[config.mk]
export PLATFORM = sky130hd
export DESIGN_NAME = team_wb_master
export DESIGN_NICKNAME = d
export VERILOG_FILES = /design/src/rtl/team_wb_master_pkg.sv /design/src/rtl/team_wb_timeout.sv /design/src/rtl/team_wb_master.sv
export SDC_FILE = /design/constraint.sdc
export NUM_CORES = 1
export LEC_CHECK = 0
export ABC_AREA = 0
export CAP_MARGIN = 20
export CORE_MARGIN = 3
export CORE_UTILIZATION = 39
export CTS_CLUSTER_SIZE = 25
export DETAILED_ROUTE_END_ITERATION = 10
export HOLD_SLACK_MARGIN = 0.06
export PLACE_DENSITY_LB_ADDON = 0.3
export SLEW_MARGIN = 20
export SYNTH_ARGS = -nofsm -noshare
export SYNTH_HDL_FRONTEND = slang
export SYNTH_HIERARCHICAL = 1
export SYNTH_SLANG_ARGS = --single-unit
[constraint.sdc]
create_clock -name clk_i -period 3.9 [get_ports clk_i]
set_clock_uncertainty 0.2 [all_clocks]
set_input_delay 0.975 -clock clk_i [delete_from_list [all_inputs] [get_ports clk_i]]
set_output_delay 0.975 -clock clk_i [all_outputs]
set_load 0.02 [all_outputs]
[src/rtl/team_wb_master_pkg.sv]
// rtl/team_wb_master_pkg.sv - shared types and constants for the Wishbone initiator
package team_wb_master_pkg;

  localparam int WB_DW          = 32;
  localparam int WB_AW          = 32;
  localparam int WB_BYTE_STRIDE = 4;

  typedef enum logic [2:0] {
    IDLE   = 3'd0,
    WDATA  = 3'd1,
    STROBE = 3'd2,
    DONE   = 3'd3,
    ABORT  = 3'd4
  } state_e;

  // Incrementing burst: adding a multiple of the stride leaves the low lane bits intact
  function automatic logic [WB_AW-1:0] next_beat_adr(input logic [WB_AW-1:0] adr);
    return adr + WB_AW'(WB_BYTE_STRIDE);
  endfunction

endpackage

[src/rtl/team_wb_timeout.sv]
// rtl/team_wb_timeout.sv - per-beat acknowledge watchdog counter
module team_wb_timeout #(
  parameter int TIMEOUT_CYCLES = 255,
  parameter int TO_W           = 8
) (
  input  logic clk_i,
  input  logic rst_i,
  input  logic clr_i,
  input  logic en_i,
  output logic expired_o
);

  logic [TO_W-1:0] cnt_q;
  logic [TO_W-1:0] cnt_d;

  // cnt_q holds the strobe cycles already spent, so the last allowed cycle sees TIMEOUT_CYCLES-1
  assign expired_o = en_i && (cnt_q == TO_W'(TIMEOUT_CYCLES - 1));

  always_comb begin
    cnt_d = cnt_q;
    if (clr_i) begin
      cnt_d = '0;
    end else if (en_i && !expired_o) begin
      cnt_d = cnt_q + TO_W'(1);
    end
  end

  always_ff @(posedge clk_i) begin
    if (rst_i) begin
      cnt_q <= '0;
    end else begin
      cnt_q <= cnt_d;
    end
  end

endmodule

[src/rtl/team_wb_master.sv]
// rtl/team_wb_master.sv - Wishbone classic initiator with burst and ack timeout
module team_wb_master
  import team_wb_master_pkg::*;
#(
  parameter int LEN_W          = 4,
  parameter int TIMEOUT_CYCLES = 255,
  parameter int TO_W           = 8
) (
  input  logic             clk_i,
  input  logic             rst_i,
  input  logic             req_valid_i,
  output logic             req_ready_o,
  input  logic             req_we_i,
  input  logic [WB_AW-1:0] req_adr_i,
  input  logic [3:0]       req_sel_i,
  input  logic [LEN_W-1:0] req_len_i,
  input  logic [WB_DW-1:0] wr_data_i,
  input  logic             wr_valid_i,
  output logic             wr_ready_o,
  output logic [WB_DW-1:0] rd_data_o,
  output logic             rd_valid_o,
  output logic             done_o,
  output logic             err_o,
  output logic             busy_o,
  output logic [WB_AW-1:0] ADR_O,
  output logic [WB_DW-1:0] DAT_O,
  output logic [3:0]       SEL_O,
  output logic             WE_O,
  output logic             STB_O,
  output logic             CYC_O,
  input  logic [WB_DW-1:0] DAT_I,
  input  logic             ACK_I
);

  state_e             state_q, state_d;
  logic [WB_AW-1:0]   adr_q, adr_d;
  logic [WB_DW-1:0]   dat_q, dat_d;
  logic [3:0]         sel_q, sel_d;
  logic               we_q, we_d;
  logic               stb_q, stb_d;
  logic               cyc_q, cyc_d;
  logic [LEN_W-1:0]   len_q, len_d;
  logic [LEN_W-1:0]   beat_q, beat_d;
  logic [WB_DW-1:0]   rd_data_q, rd_data_d;
  logic               rd_valid_q, rd_valid_d;
  logic               done_q, done_d;
  logic               err_q, err_d;
  logic               busy_q, busy_d;
  logic               req_ready_q, req_ready_d;
  logic               wr_ready_q, wr_ready_d;

  logic               ack_seen;
  logic               to_expired;

  assign ack_seen = ACK_I && stb_q;

  team_wb_timeout #(
    .TIMEOUT_CYCLES (TIMEOUT_CYCLES),
    .TO_W           (TO_W)
  ) u_timeout (
    .clk_i     (clk_i),
    .rst_i     (rst_i),
    .clr_i     ((state_q != STROBE) || ack_seen),
    .en_i      (state_q == STROBE),
    .expired_o (to_expired)
  );

  always_comb begin
    state_d    = state_q;
    adr_d      = adr_q;
    dat_d      = dat_q;
    sel_d      = sel_q;
    we_d       = we_q;
    stb_d      = stb_q;
    cyc_d      = cyc_q;
    len_d      = len_q;
    beat_d     = beat_q;
    rd_data_d  = rd_data_q;
    rd_valid_d = 1'b0;

    unique case (state_q)
      IDLE: begin
        if (req_valid_i && req_ready_q) begin
          adr_d  = req_adr_i;
          sel_d  = req_sel_i;
          we_d   = req_we_i;
          len_d  = req_len_i;
          beat_d = '0;
          cyc_d  = 1'b1;
          if (req_we_i) begin
            state_d = WDATA;
          end else begin
            stb_d   = 1'b1;
            state_d = STROBE;
          end
        end
      end
      WDATA: begin
        if (wr_valid_i) begin
          dat_d   = wr_data_i;
          stb_d   = 1'b1;
          we_d    = 1'b1;
          state_d = STROBE;
        end
      end
      STROBE: begin
        // An ack on the final timeout cycle still completes the beat
        if (ack_seen) begin
          if (!we_q) begin
            rd_data_d  = DAT_I;
            rd_valid_d = 1'b1;
          end
          if (beat_q == len_q) begin
            stb_d   = 1'b0;
            cyc_d   = 1'b0;
            we_d    = 1'b0;
            state_d = DONE;
          end else begin
            adr_d  = next_beat_adr(adr_q);
            beat_d = beat_q + LEN_W'(1);
            if (we_q) begin
              stb_d   = 1'b0;
              state_d = WDATA;
            end
          end
        end else if (to_expired) begin
          stb_d   = 1'b0;
          cyc_d   = 1'b0;
          we_d    = 1'b0;
          state_d = ABORT;
        end
      end
      DONE, ABORT: begin
        state_d = IDLE;
      end
      default: begin
        state_d = IDLE;
      end
    endcase

    // Status outputs are registered copies of the state being entered
    done_d      = (state_d == DONE) || (state_d == ABORT);
    err_d       = (state_d == ABORT);
    busy_d      = (state_d != IDLE);
    req_ready_d = (state_d == IDLE);
    wr_ready_d  = (state_d == WDATA);
  end

  always_ff @(posedge clk_i) begin
    if (rst_i) begin
      state_q     <= IDLE;
      adr_q       <= '0;
      dat_q       <= '0;
      sel_q       <= '0;
      we_q        <= 1'b0;
      stb_q       <= 1'b0;
      cyc_q       <= 1'b0;
      len_q       <= '0;
      beat_q      <= '0;
      rd_data_q   <= '0;
      rd_valid_q  <= 1'b0;
      done_q      <= 1'b0;
      err_q       <= 1'b0;
      busy_q      <= 1'b0;
      req_ready_q <= 1'b0;
      wr_ready_q  <= 1'b0;
    end else begin
      state_q     <= state_d;
      adr_q       <= adr_d;
      dat_q       <= dat_d;
      sel_q       <= sel_d;
      we_q        <= we_d;
      stb_q       <= stb_d;
      cyc_q       <= cyc_d;
      len_q       <= len_d;
      beat_q      <= beat_d;
      rd_data_q   <= rd_data_d;
      rd_valid_q  <= rd_valid_d;
      done_q      <= done_d;
      err_q       <= err_d;
      busy_q      <= busy_d;
      req_ready_q <= req_ready_d;
      wr_ready_q  <= wr_ready_d;
    end
  end

  assign req_ready_o = req_ready_q;
  assign wr_ready_o  = wr_ready_q;
  assign rd_data_o   = rd_data_q;
  assign rd_valid_o  = rd_valid_q;
  assign done_o      = done_q;
  assign err_o       = err_q;
  assign busy_o      = busy_q;
  assign ADR_O       = adr_q;
  assign DAT_O       = dat_q;
  assign SEL_O       = sel_q;
  assign WE_O        = we_q;
  assign STB_O       = stb_q;
  assign CYC_O       = cyc_q;

endmodule

* Word-level counts from Yosys, hierarchy flattened
Cells that the tools add are included.
** Word-level totals
- Flip-flop bits (word level) :: 128
- Latch bits :: 0
- Bits in writable memories :: 0
- ROM bits :: 0
- Bits of input ports :: 110
- Logic and storage cells :: 91
- Memories :: 0
** Operators by class
- Add/subtract/negate cells :: 3
- Multiply operators :: 0
- Divide/modulo/power cells :: 0
- Order comparisons :: 0
- Equal/unequal tests :: 16
- Shift-type cells :: 0
- Muxes and demuxes :: 31
- Bitwise operators :: 3
- Reduce and logical (&&, ||, !) cells :: 21
** Operators with widths (number)
- $mux 32 :: 3
- $pmux 32 s2 :: 1
- $add 32x3->32 const B :: 1
- $mux 3 :: 6
- $mux 1 :: 12
- $mux 4 :: 3
- $ne 2x2->1 const B :: 5
- $pmux 3 s3 :: 1
- $add 8x1->8 const B :: 1
- $eq 8x8->1 const B :: 1
- $pmux 4 s2 :: 1
- $reduce_and 4->1 :: 2
- $eq 3x1->1 const B :: 2
- $eq 3x2->1 const B :: 2
- $logic_not 3->1 :: 2
- $ne 3x3->1 const B :: 2
- $pmux 1 s3 :: 2
- $reduce_and 6->1 :: 1
- $reduce_bool 3->1 :: 2
- $reduce_and 5->1 :: 1
- $add 4x1->4 const B :: 1
- $eq 4x4->1 :: 1
- $logic_and 1x1->1 :: 4
- $ne 4x4->1 const B :: 1
- 12 further kinds :: 16

* Logic depth before layout (Yosys ltp)
- Word-level depth :: 7
- Depth in mapped cells :: 9
- Depth with buffers taken out :: 7

* Cells and area by module
The synthesis kept the hierarchy.
** By module, submodules not included
- team_wb_master :: times used 1, cells each 669, area each 5231.3 um^2, sequential area each 2402.3 um^2
- team_wb_timeout :: times used 1, cells each 51, area each 455.4 um^2, sequential area each 160.2 um^2

* Least setup slack after synthesis
OpenSTA, ideal clock, no wires.
- Path type :: input port to flip-flop
- From :: input port ACK_I
- To :: register adr_q[29], in the netlist ADR_O[29]
- Library setup time :: 95 ps
- Arrival :: 2293 ps
- Required time :: 3605 ps
- Setup slack :: 1312 ps
- Stages on the path :: 6
- Cells stage by stage :: nand2_1 > a211oi_2 > a21boi_2 > buf_2 > o21ai_0 > a221oi_1
** On the way
- Cells in the longest elaborated chain, start to end :: 3
** RTL lines
- start: declaration :: RTL line team_wb_master.sv:32 : input logic ACK_I
- $logic_and 1x1->1 :: RTL line team_wb_master.sv:55 : assign ack_seen = ACK_I && stb_q;
- $ne 2x2->1 (no line)
- $reduce_and 4->1 (no line)
- end signal: assignment :: RTL line team_wb_master.sv:169 : adr_q <= adr_d;
- end: declaration :: RTL line team_wb_master.sv:36 : logic [WB_AW-1:0] adr_q, adr_d;
Every way passes these cells.
A chain may end at the register's enable or synchronous reset.

* Final worst setup path
Ends and elaborated chain as after synthesis.

==> metrics.md <==
| Metric | Value |
|---|---|
| Number of instances in the placed design | 1076 |
| Critical Path Source Type | input port |
| Power per cell area | 442.5 mW/mm² |
| Die boundary width | 126.8 µm |
| Wire length of the first global-routing pass | 27230 µm |
| Half-perimeter wire length after detailed placement | 11670 µm |
| Synth top area share | 45.06% |
| Internal reg-to-reg setup slack | 1020 ps |
| Num ports | 219 |
| Area of the core | 0.01410 mm² |
| Number of cells in the finished layout apart from fillers | 1106 |
| Slew of the pin with the lowest slew margin | 1046 ps |
| Startpoint-to-endpoint class of the critical path | input port to flip-flop |
| Source-to-sink clock delay at the later pin of the worst-skew pair | 410 ps |
| Total die area | 0.01607 mm² |
| Longest Clk Path Bufs | 2 |
| Area of combinational cells with multiple inputs | 0.002889 mm² |
| Peak VDD IR | 0.3223 mV |
| Cell type with the highest aggregate area in the netlist | sky130_fd_sc_hd__dfxtp_1 |
| Mapped cell area | 0.005687 mm² |
| Most frequent cells after synthesis | 175 x sky130_fd_sc_hd__nand2_1, 128 x sky130_fd_sc_hd__dfxtp_1, 105 x sky130_fd_sc_hd__a21oi_1 |
| Worst hold path type | flip-flop to flip-flop |
| Most common flop cell mapped by yosys | sky130_fd_sc_hd__dfxtp_1 |
| Reg-to-reg critical path endpoint | u_timeout/cnt_q[4] |
| Vertical extent of the die | 126.8 µm |
| Iter 0 DRT Violations | 494 |
| Count of flip-flops with a built-in enable after synthesis | 0 |
| CP Data Arrival Time | 3140 ps |
| Highest Clock Rate | 331.4 MHz |
| Share of flip-flops with an asynchronous set or reset after synthesis | 0% |
| Clock root buffer | sky130_fd_sc_hd__clkbuf_16 |
| TritonCTS clock tree | done |
| Clock edge transition at the registers on the reported setup and hold paths | 60 ps |
| Fill cell instance count of the final layout | 1284 |
| Origin of the critical flop-to-flop path | state_q[1] |
| Final setup violation count | 0 |
| Number of buffers created by CTS | 17 |
| Pins Over Slew Limit | 0 |
| Fraction of final layout cells with drive strength greater than 1 | 6.156% |
| Final estimated routing congestion in global placement | 0.8727 |
| Count of antenna diodes in the layout | 0 |
| Initial core utilization | 40.34% |
| Worst Setup Slack, final | 882.1 ps |
| Overall routing resource usage | 20.66% |
| Total Negative Setup Slacks | 0 ps |
| Number of distinct library cells after synthesis | 64 |
| Count of warnings emitted by yosys | 6 |
| Post-synthesis net count | 834 |
| Post-synthesis instance total | 720 |
| Number of vias per cell | 5.296 |
| Post-cts resize count | 0 |
| Yosys reg bits | 128 |
| Total clock sinks | 128 |
| Wire length after detailed routing | 17070 µm |
| Period Utilization, post-route | 77.38% |
| DRC | 0 |
| Synth top area cells | sky130_fd_sc_hd__dfxtp_1 45%, sky130_fd_sc_hd__nand2_1 12%, sky130_fd_sc_hd__a21oi_1 9.2%, sky130_fd_sc_hd__o21ai_0 2.6%, sky130_fd_sc_hd__clkbuf_1 2.4% |
| Largest net degree at the start of global routing | 52 |
| Final Hold Vio Count | 0 |
| Period minus WS final | 3018 ps |
| Leading cell type by number of instances after synthesis | sky130_fd_sc_hd__nand2_1 |
| MaxCap Viol Count | 0 |
| # rows | 43 |
| Launch point of the worst hold path | rd_data_o[28] |
| Number of cells traversed by the worst register-to-register path | 6 |
| Detailed-router iteration count before antenna repair | 5 |
| Detailed-route via count | 5857 |
| Layout Nets | 1029 |
| Overflow after GRT | 0 |
| Status | complete, no violations |
| Sequential cell area fraction in the yosys report | 45.06% |
| Deepest level of the CTS H-tree | 4 |
| Relative max-transition margin | 29.65% |
| Hold Crit Endpoint | rd_data_o[28] |
| Critical-path maximum fanout | 43 |
| Standby leakage power | 2.923 nW |
| Setup Fix Bufs, Post-CTS | 0 |
| Per-instance average area after synthesis | 7.898 µm² |
| Placement Setup Slack | 486.2 ps |
| Hold path cells | 2 |
| Input/output buffers | 218 |
| Antenna violations before repair | 0 |
| RSZ-0062 raised after global routing | false |
| Endpoint class of the critical path | flip-flop |
| Number of hold buffers added after CTS | 0 |
| Sum of internal, switching and leakage power | 3.789 mW |
| Layout-stage area growth over the synthesis result | 50.60% |
| Area used by sequential logic in the layout | 0.002562 mm² |
| Routed length per placed instance | 15.43 µm |
| Via count of the first global-routing pass | 5400 |
| Detail Route Antenna Nets | 0 |
| Worst endpoint required time | 4020 ps |
## worst max path at each step
| stage | from | endpoint | slack [ps] | cells after the start |
|---|---|---|---|---|
| floorplan | ACK_I | ADR_O[29] | 1310 | 6 |
| global placement | ACK_I | ADR_O[29] | 560 | 7 |
| detailed placement | ACK_I | ADR_O[29] | 490 | 7 |
| CTS | ACK_I | ADR_O[29] | 930 | 7 |
| global route | ACK_I | ADR_O[20] | 760 | 7 |
| finish | ACK_I | ADR_O[29] | 880 | 7 |
## sequential cells by signal, indices dropped and copies added, names as in the netlist, 3 cells and up
signal	cells
ADR_O	32
state_q	3
rd_data_o	32
beat_q	4
SEL_O	4
DAT_O	32
u_timeout/cnt_q	8
len_q	4
## routing by layer
| layer | vias to the layer above | track usage, % | routed length [µm] |
|---|---|---|---|
| met4 | 0 | 6.498 | 248 |
| met2 | 199 | 33.09 | 8093 |
| met3 | 17 | 7.074 | 1406 |
| li1 | 2947 | - | - |
| met5 | - | 0 | 0 |
| met1 | 2694 | 26.27 | 7320 |
## power by group
group | total [mW] | switching [mW] | internal [mW]
clock network | 1.64 | 0.569 | 1.07
registers | 1.47 | 0.0908 | 1.38
logic | 0.675 | 0.349 | 0.326
total | 3.79 | 1.01 | 2.78
## metrics by stage
stage	utilization (%)	instance area, µm²	hold slack (ps)
floorplan	-	5687	258.7
global placement	56.44	7956	240.6
detailed placement	56.45	7958	245.6
CTS	60.76	8564	253.0
global route	60.76	8564	271.5
finish	60.76	8564	249.4
## area by class of cell
type	count	area share, %
Clock inverter	12	1.958
Clock buffer	18	5.128
Inverter	9	0.3944
Timing Repair Buffer	227	26.24
Tap cell	180	2.630
Sequential cell	128	29.92
Multi-Input combinational cell	532	33.73
## kinds of logic after synthesis
logic type,share of synthesized area [%]
adders and majority gates,0.8801
buffers and inverters,4.488
AOI/OAI and AO/OA,22.18
muxes,1.936
DFF,45.06
and+or+nand+nor,24.53
xor gates and xnor gates,0.9241
## cell usage in the layout (no fill, tap or decap), types with 6 or more instances in the layout
| cell | n |
|---|---|
| sky130_fd_sc_hd__clkbuf_16 | 17 |
| sky130_fd_sc_hd__xor2_1 | 6 |
| sky130_fd_sc_hd__buf_4 | 10 |
| sky130_fd_sc_hd__nor2_1 | 33 |
| sky130_fd_sc_hd__and3_1 | 6 |
| sky130_fd_sc_hd__nand4_1 | 10 |
| sky130_fd_sc_hd__nor3_1 | 11 |
| sky130_fd_sc_hd__o21ai_0 | 30 |
| sky130_fd_sc_hd__nand2_1 | 175 |
| sky130_fd_sc_hd__o22ai_1 | 7 |
| sky130_fd_sc_hd__clkdlybuf4s50_1 | 217 |
| sky130_fd_sc_hd__and4_1 | 7 |
| sky130_fd_sc_hd__inv_1 | 8 |
| sky130_fd_sc_hd__a211oi_1 | 15 |
| sky130_fd_sc_hd__a21oi_1 | 105 |
| sky130_fd_sc_hd__dfxtp_1 | 128 |
| sky130_fd_sc_hd__nand3_1 | 20 |
| sky130_fd_sc_hd__mux2i_1 | 11 |
| sky130_fd_sc_hd__nand2b_1 | 6 |
| sky130_fd_sc_hd__a31oi_1 | 7 |
| sky130_fd_sc_hd__a311oi_1 | 6 |
## critical path, stage by stage
cell and delay, ps:
sky130_fd_sc_hd__clkdlybuf4s50_1 450, sky130_fd_sc_hd__nand2_1 190, sky130_fd_sc_hd__a211oi_2 460, sky130_fd_sc_hd__a21boi_4 240, sky130_fd_sc_hd__buf_4 390, sky130_fd_sc_hd__o21ai_0 150
sky130_fd_sc_hd__a221oi_1 250
Power figures use the tool's default switching activity.
